## config.mk

```make
export PLATFORM = sky130hd
export DESIGN_NAME = writeback_arbiter
export DESIGN_NICKNAME = d
export VERILOG_FILES = /design/src/rtl/writeback_arbiter.sv
export SDC_FILE = /design/constraint.sdc
export NUM_CORES = 1
export LEC_CHECK = 0
export BUFFER_PORTS_ARGS = -buffer_cell sky130_fd_sc_hd__buf_2
export CAP_MARGIN = 0
export CORE_ASPECT_RATIO = 1.25
export CORE_MARGIN = 2
export CORE_UTILIZATION = 35
export CTS_BUF_LIST = sky130_fd_sc_hd__clkbuf_8
export CTS_CLUSTER_DIAMETER = 80
export DETAILED_ROUTE_END_ITERATION = 8
export PLACE_DENSITY = 0.71
export SLEW_MARGIN = 20
export SYNTH_ARGS = -nofsm -noshare
export SYNTH_HDL_FRONTEND = slang
export SYNTH_SLANG_ARGS = --single-unit
```

## constraint.sdc

```tcl
create_clock -name clk -period 1.5 [get_ports clk]
set_input_delay 0.3 -clock clk [delete_from_list [all_inputs] [get_ports clk]]
set_output_delay 0.3 -clock clk [all_outputs]
set_load 0.02 [all_outputs]
```

## src/rtl/writeback_arbiter.sv

```systemverilog
// Two-requester writeback arbiter (execute, memory) with a registered register-file port.
// Optional commit counter enabled by defining WB_COMMIT_CNT_EN.
module writeback_arbiter (
  input  logic        clk,
  input  logic        rst,
  input  logic        ex_valid,
  output logic        ex_ready,
  input  logic [63:0] ex_data,
  input  logic [4:0]  ex_addr,
  input  logic        ex_regwrite,
  input  logic        ex_setflags,
  input  logic        ex_branch,
  input  logic [3:0]  ex_flags,
  input  logic        mem_valid,
  output logic        mem_ready,
  input  logic [63:0] mem_data,
  input  logic [4:0]  mem_addr,
  input  logic        mem_regwrite,
  input  logic        flush,
  input  logic        wb_stall,
  output logic [63:0] write_data,
  output logic [4:0]  write_addr,
  output logic        regwrite,
  output logic        setflags,
  output logic [3:0]  flags,
  output logic        branch
`ifdef WB_COMMIT_CNT_EN
  ,
  output logic [15:0] commit_count
`endif
);

  localparam int          DATA_W   = 64;
  localparam logic [4:0]  ZERO_REG = 5'd31;

  typedef enum logic {
    PTR_EX  = 1'b0,
    PTR_MEM = 1'b1
  } ptr_e;

  ptr_e              ptr_q, ptr_d;
  logic              ex_elig, mem_elig;
  logic              grant_ex, grant_mem;

  logic [DATA_W-1:0] write_data_q, write_data_d;
  logic [4:0]        write_addr_q, write_addr_d;
  logic              regwrite_q, regwrite_d;
  logic              setflags_q, setflags_d;
  logic [3:0]        flags_q, flags_d;
  logic              branch_q, branch_d;

  // Writes to the zero register are consumed but never reach the register file.
  function automatic logic qualify_regwrite(input logic rw, input logic [4:0] addr);
    return rw && (addr != ZERO_REG);
  endfunction

  always_comb begin
    ex_elig   = ex_valid  && !wb_stall && !flush && !rst;
    mem_elig  = mem_valid && !wb_stall && !rst;
    grant_ex  = ex_elig  && (!mem_elig || (ptr_q == PTR_EX));
    grant_mem = mem_elig && (!ex_elig  || (ptr_q == PTR_MEM));
  end

  // A flushed execute result is acknowledged and dropped, even while stalled.
  always_comb begin
    ex_ready  = !rst && (grant_ex || (flush && ex_valid));
    mem_ready = grant_mem;
  end

  always_comb begin
    ptr_d = ptr_q;
    if (grant_ex) begin
      ptr_d = PTR_MEM;
    end else if (grant_mem) begin
      ptr_d = PTR_EX;
    end
  end

  always_comb begin
    write_data_d = write_data_q;
    write_addr_d = write_addr_q;
    regwrite_d   = regwrite_q;
    setflags_d   = setflags_q;
    flags_d      = flags_q;
    branch_d     = branch_q;
    if (!wb_stall) begin
      regwrite_d = 1'b0;
      setflags_d = 1'b0;
      branch_d   = 1'b0;
      if (grant_ex) begin
        write_data_d = ex_data;
        write_addr_d = ex_addr;
        regwrite_d   = qualify_regwrite(ex_regwrite, ex_addr);
        setflags_d   = ex_setflags;
        flags_d      = ex_flags;
        branch_d     = ex_branch;
      end else if (grant_mem) begin
        write_data_d = mem_data;
        write_addr_d = mem_addr;
        regwrite_d   = qualify_regwrite(mem_regwrite, mem_addr);
        flags_d      = 4'b0000;
      end
    end
  end

  always_ff @(posedge clk) begin
    if (rst) begin
      ptr_q        <= PTR_EX;
      write_data_q <= '0;
      write_addr_q <= '0;
      regwrite_q   <= 1'b0;
      setflags_q   <= 1'b0;
      flags_q      <= '0;
      branch_q     <= 1'b0;
    end else begin
      ptr_q        <= ptr_d;
      write_data_q <= write_data_d;
      write_addr_q <= write_addr_d;
      regwrite_q   <= regwrite_d;
      setflags_q   <= setflags_d;
      flags_q      <= flags_d;
      branch_q     <= branch_d;
    end
  end

  assign write_data = write_data_q;
  assign write_addr = write_addr_q;
  assign regwrite   = regwrite_q;
  assign setflags   = setflags_q;
  assign flags      = flags_q;
  assign branch     = branch_q;

`ifdef WB_COMMIT_CNT_EN
  logic [15:0] commit_count_q, commit_count_d;

  // Only real grants count; flushed execute results never produce a grant.
  always_comb begin
    commit_count_d = commit_count_q;
    if (grant_ex || grant_mem) begin
      commit_count_d = commit_count_q + 16'd1;
    end
  end

  always_ff @(posedge clk) begin
    if (rst) begin
      commit_count_q <= '0;
    end else begin
      commit_count_q <= commit_count_d;
    end
  end

  assign commit_count = commit_count_q;
`endif

endmodule

```

==> impl_metrics.env, run 1 <==
export IMPL_wl_per_cell_um=15.1
export IMPL_hp_class="in2reg"
export IMPL_vdd_drop_max_mv=0.470
export IMPL_rows=41
export IMPL_synth_distinct_cells=23
export IMPL_register_area_mm2=0.00154
export IMPL_drc=0
export IMPL_ys_seq_elements=77
export IMPL_utilization_pct=52.8
export IMPL_drive_gt1_share_pct=48.6
export IMPL_multi_input_area_mm2=0.00186
export IMPL_worstPathRequired_ns=1.20
export IMPL_cp_start_kind="flop"
export IMPL_cpMaxStageDelayCell="dfxtp_2"
export IMPL_max_freq_mhz=683
export IMPL_grt_setup_unrepaired="true"
export IMPL_crit_family="flip-flops"
export IMPL_die_h_um=117
export IMPL_avgSynthCellArea_um2=8.43
export IMPL_synth_area_leaders="dfxtp_1 (43%), a311oi_2 (17%), nand2_1 (14%)"
export IMPL_synth_ff_type="dfxtp_1"
export IMPL_ys_seq_area_share_pct=42.8
export IMPL_cts_tree="done"
export IMPL_drt_initial_drc_count=127
export IMPL_path_buf_inv=1
export IMPL_htreeDepth=3
export IMPL_final_nets=810
export IMPL_max_stage_delay_ns=0.34
export IMPL_period_share_pct=97.6
export IMPL_critical_path_arrival_ns=1.16
export IMPL_viasPerCell=5.04
export IMPL_end_kind="output pin"
export IMPL_syn_inst=427
export IMPL_cts_buffers=9
export IMPL_dr_pass1_iters=6
export IMPL_wl_um=11900
export IMPL_maxCapViolCount=0
export IMPL_diodes=0
export IMPL_port_buffers=229
export IMPL_postCtsHoldBufs=0
export IMPL_period_needed_ns=1.46
export IMPL_max_slew_margin_pct=79.5
export IMPL_gp_congestion=0.772
export IMPL_powerDensity_mw_per_mm2=935
export IMPL_clkTransAtPathRegs_ns=0.07
export IMPL_leakage_nw=2.50
export IMPL_initial_utilization_pct=35.8
export IMPL_cts_root_buf="clkbuf_8"
export IMPL_synthToLayoutAreaGrowth_pct=47.6
export IMPL_dr_total_vias=3987
export IMPL_synth_edf_count=0
export IMPL_tns_ns=0
export IMPL_fin_area_mm2=0.00531
export IMPL_setup_viol=0
export IMPL_synthTopCellsByCount="nand2_1 (139), dfxtp_1 (77), nor2_1 (75)"
export IMPL_synthesis_nets=579
export IMPL_clock_path_buffers=2
export IMPL_hold_viol=0
export IMPL_total_power_mw=4.96
export IMPL_synth_top_area_cell="dfxtp_1"
export IMPL_cp_max_fo=4
export IMPL_num_fill_cells=993
export IMPL_numClockSinks=77
export IMPL_grt_max_degree=62
export IMPL_grt_pass1_wl_um=18200
export IMPL_core_area_mm2=0.0101
export IMPL_tightest_slew_ns=0.308
export IMPL_worstSkewPairLatency_ns=0.35
export IMPL_die_w_um=94.7
export IMPL_setup_slack_ns=0.0361
export IMPL_die_area_mm2=0.0111
export IMPL_gr_usage_all_layers_pct=20.4
export IMPL_overflow=0
export IMPL_synthesis_area_mm2=0.00360
export IMPL_drt_antenna_violating_nets=0
export IMPL_crit_type="reg2out"
export IMPL_yosysWarnings=0
export IMPL_dpl_worst_slack_ns=-0.126
export IMPL_outcome="completed"
export IMPL_grt_pass1_vias=3995
export IMPL_layout_cells_non_filler=791
export IMPL_synth_most_common_cell="nand2_1"
export IMPL_async_flop_share_pct=0
export IMPL_antenna_found_initial=0
export IMPL_dpl_cell_area_mm2=0.00501
export IMPL_slew_viol_final=0
export IMPL_crit_chain="o311a_4 -> buf_4"
export IMPL_finalClockSkew_ns=0.00826
export IMPL_io_pins=230
export IMPL_hpwl_um=8660
export IMPL_synth_top_cell_area_share_pct=42.8
export IMPL_dp_cells=773
export IMPL_hold_ws_ns=0.176
==> timing repair <==
action,4_1_cts,5_1_grt
resized for setup,5,3
gates cloned,0,2
buffers inserted,1,0
pin swaps,1,0
setup endpoints to repair,2,10
==> registers in the layout (all words and copies together), names as in the netlist <==
register	cells
regwrite	1
ptr_q	1
write_data	64
write_addr	5
branch	1
flags	4
setflags	1
==> worst reg2reg max path: stages (launching register included) <==
cell,delay [ns]
dfxtp_2,0.37
nand2_1,0.07
buf_4,0.14
nand3_4,0.14
clkbuf_16,0.23
nand2_1,0.09
a311oi_2,0.26
==> cell families after synthesis <==
group	synth area share, %
and+or+nand+nor	24.0
buffers and inverters	6.60
AOI/OAI and AO/OA	26.6
DFF	42.8
==> cell type report <==
class                      count  area share (%)
clock inverter                 5            1.41
multi-input combinational    307            34.9
inverter                       3           0.212
clock buffer                  10            2.59
timing repair buffer         260            28.8
tap                          129            3.04
sequential                    77            29.0
==> final timing paths <==
kind | cells after the start | startpoint | slack (ns) | to
hold reg to reg | 1 | flags[0]$_SDFFE_PP0P_ | 0.48 | flags[0]$_SDFFE_PP0P_
hold / removal | 2 | ex_flags[0] | 0.18 | flags[0]$_SDFFE_PP0P_
setup / recovery | 2 | ptr_q$_SDFFE_PP0P_ | 0.04 | mem_ready
setup reg to reg | 6 | ptr_q$_SDFFE_PP0P_ | 0.12 | write_data[62]$_SDFFE_PP0P_
==> power by group <==
| group | internal [mW] | total (mW) | switching, mW | leakage (nW) |
|---|---|---|---|---|
| Sequential | 2.16 | 2.22 | 0.0613 | 0.632 |
| Combinational | 0.446 | 1.01 | 0.568 | 1.75 |
| Clock | 0.966 | 1.73 | 0.762 | 0.112 |
==> routing by layer <==
layer / routed length [um] / share of wire (%) / vias up / global-route usage [%]
met2: 6150 / 52 / 160 / 36.9
met3: 775 / 6.5 / 24 / 3.40
met1: 4680 / 39 / 1848 / 22.6
met5: 0 / 0 / - / 0
met4: 316 / 2.7 / 0 / 9.69
li1: - / - / 1955 / -
==> cells in the final DEF, fill, tap and decap left out <==
cell type,instances
a221oi_1,1
a21oi_2,1
a22o_1,2
a311oi_2,40
nor2_4,1
nor3_1,1
buf_8,1
buf_2,226
nor2_1,75
clkbuf_8,10
a21oi_1,1
clkinv_2,3
dfxtp_2,1
nand3_4,1
bufinv_16,2
nand2_1,139
buf_4,23
inv_1,3
and3_1,2
o21a_4,1
a31oi_1,1
nor2b_1,1
dfxtp_1,76
nand3_1,3
o21ai_0,2
buf_12,8
clkbuf_16,2
a311oi_1,29
a22oi_1,4
and3_2,1
o311a_4,1
(Power assumes the default switching activity.)
==> run 2: changes to the inputs <==
--- a/config.mk
+++ b/config.mk
@@ -5,7 +5,7 @@
 export SDC_FILE = /design/constraint.sdc
 export NUM_CORES = 1
 export LEC_CHECK = 0
-export BUFFER_PORTS_ARGS = -buffer_cell sky130_fd_sc_hd__buf_2
+export BUFFER_PORTS_ARGS = -buffer_cell sky130_fd_sc_hd__buf_4
 export CAP_MARGIN = 0
 export CORE_ASPECT_RATIO = 1.25
 export CORE_MARGIN = 2
@@ -18,3 +18,4 @@
 export SYNTH_ARGS = -nofsm -noshare
 export SYNTH_HDL_FRONTEND = slang
 export SYNTH_SLANG_ARGS = --single-unit
+export TNS_END_PERCENT = 100
==> impl_metrics.env, run 2 (synthesis gave the netlist of run 1 again) <==
export IMPL_core_area_mm2=0.0101
export IMPL_period_share_pct=98.1
export IMPL_grt_setup_unrepaired="true"
export IMPL_io_pins=230
export IMPL_tns_ns=0
export IMPL_antenna_found_initial=0
export IMPL_num_fill_cells=944
export IMPL_slew_viol_final=0
export IMPL_cts_root_buf="clkbuf_8"
export IMPL_clock_path_buffers=2
export IMPL_grt_pass1_wl_um=18700
export IMPL_dr_total_vias=4008
export IMPL_max_freq_mhz=680
export IMPL_multi_input_area_mm2=0.00185
export IMPL_cpMaxStageDelayCell="dfxtp_2"
export IMPL_hold_viol=0
export IMPL_outcome="completed"
export IMPL_gp_congestion=0.778
export IMPL_diodes=0
export IMPL_dr_pass1_iters=4
export IMPL_finalClockSkew_ns=0.00430
export IMPL_min_from="ex_flags[2]"
export IMPL_final_nets=805
export IMPL_largest_reg_flops=64
export IMPL_final_cell_mix="buf_4 (248), nand2_1 (139), dfxtp_1 (76), nor2_1 (75), a311oi_2 (40)"
export IMPL_gr_usage_all_layers_pct=21.1
export IMPL_tightest_slew_ns=0.398
export IMPL_drt_antenna_violating_nets=0
export IMPL_critical_path_arrival_ns=1.17
export IMPL_drc=0
export IMPL_cp_start_kind="flop"
export IMPL_max_stage_delay_ns=0.35
export IMPL_rows=41
export IMPL_numClockSinks=77
export IMPL_port_buffers=229
export IMPL_powerDensity_mw_per_mm2=834
export IMPL_cts_buffers=9
export IMPL_grt_pass1_vias=3843
export IMPL_clkTransAtPathRegs_ns=0.07
export IMPL_utilization_pct=57.0
export IMPL_max_slew_margin_pct=73.4
export IMPL_cts_tree="done"
export IMPL_wl_per_cell_um=15.2
export IMPL_overflow=0
export IMPL_setup_viol=0
export IMPL_vdd_drop_max_mv=0.485
export IMPL_htreeDepth=3
export IMPL_critPathLaunch="ptr_q$_SDFFE_PP0P_"
export IMPL_hp_class="in2reg"
export IMPL_end_kind="output pin"
export IMPL_die_area_mm2=0.0111
export IMPL_crit_chain="o311a_4 -> buf_6"
export IMPL_drt_initial_drc_count=177
export IMPL_grt_max_degree=46
export IMPL_crit_type="reg2out"
export IMPL_rr_startpoint="ptr_q$_SDFFE_PP0P_"
export IMPL_viasPerCell=5.09
export IMPL_initial_utilization_pct=35.8
export IMPL_worstPathRequired_ns=1.20
export IMPL_period_needed_ns=1.47
export IMPL_final_common_cell="buf_4"
export IMPL_postCtsHoldBufs=0
export IMPL_synthToLayoutAreaGrowth_pct=59.3
export IMPL_worstSkewPairLatency_ns=0.34
export IMPL_wl_um=12000
export IMPL_maxCapViolCount=0
export IMPL_die_h_um=117
export IMPL_hpwl_um=9030
export IMPL_die_w_um=94.7
export IMPL_leakage_nw=2.57
export IMPL_register_area_mm2=0.00154
export IMPL_cp_max_fo=4
export IMPL_drive_gt1_share_pct=47.9
run 2: cell types whose count changed in the layout (fill, tap and decap cells not counted), moves of 2 or more:
cell	previous run	this run
buf_12	8	6
buf_2	226	0
buf_4	23	248
bufinv_16	2	0
clkbuf_16	2	0
clkinv_2	3	1
inv_1	3	7
run 2: stage by stage:
| stage | std cells | setup WS, ns | hold slack, ns | area [um2] | total power [mW] |
|---|---|---|---|---|---|
| after floorplan | 427 | 0.0456 | 0.411 | 3600 | 2.82 |
| after global placement | 771 | -0.0312 | 0.460 | 5540 | 3.41 |
| after detailed placement | 771 | -0.131 | 0.468 | 5540 | 3.44 |
| after CTS | 787 | 0.00476 | 0.151 | 5730 | 4.85 |
| after global routing | 787 | -0.0533 | 0.168 | 5730 | 5.04 |
| final | 787 | 0.0290 | 0.175 | 5730 | 4.78 |
run 2: repair_timing:
action,in CTS,in global routing
pin swaps,1,0
endpoints found under the setup margin,2,2
resized for setup,4,1
buffers inserted,0,0
run 2: layout make-up:
class,count,area share (%)
Clock buffer,11,2.64
Clock inverter,5,0.349
Inverter,3,0.196
Multi-Input combinational cell,307,32.3
Sequential cell,77,26.9
Tap cell,129,2.82
Timing Repair Buffer,255,34.8
run 2: final timing paths:
path                                 to  slack, ns  cells past startpoint
hold reg to reg   regwrite$_SDFFE_PP0N_       0.49                      2
setup / recovery              mem_ready       0.03                      2
setup reg to reg  flags[0]$_SDFFE_PP0P_       0.11                      5
hold / removal    flags[2]$_SDFFE_PP0P_       0.17                      2
run 2: metal layers:
| layer | share of wire, % | global-route usage, % | vias to the layer above |
|---|---|---|---|
| li1 | - | - | 1940 |
| met1 | 40 | 25.0 | 1864 |
| met2 | 49 | 34.6 | 173 |
| met3 | 7.4 | 5.01 | 31 |
| met4 | 3.5 | 11.5 | 0 |
| met5 | 0 | 0 | - |
run 2: where the power goes:
part / leakage [nW] / internal [mW] / switching [mW] / total (mW)
sequential: 0.632 / 2.16 / 0.0633 / 2.23
clock: 0.104 / 0.666 / 0.722 / 1.39
combinational: 1.83 / 0.600 / 0.568 / 1.17
run 2: critical path, delay by kind of cell, from the launching register on:
kind            cells  cell delay [ns]
compound gates      1             0.34
flops               1             0.35
buf+inv             1             0.14
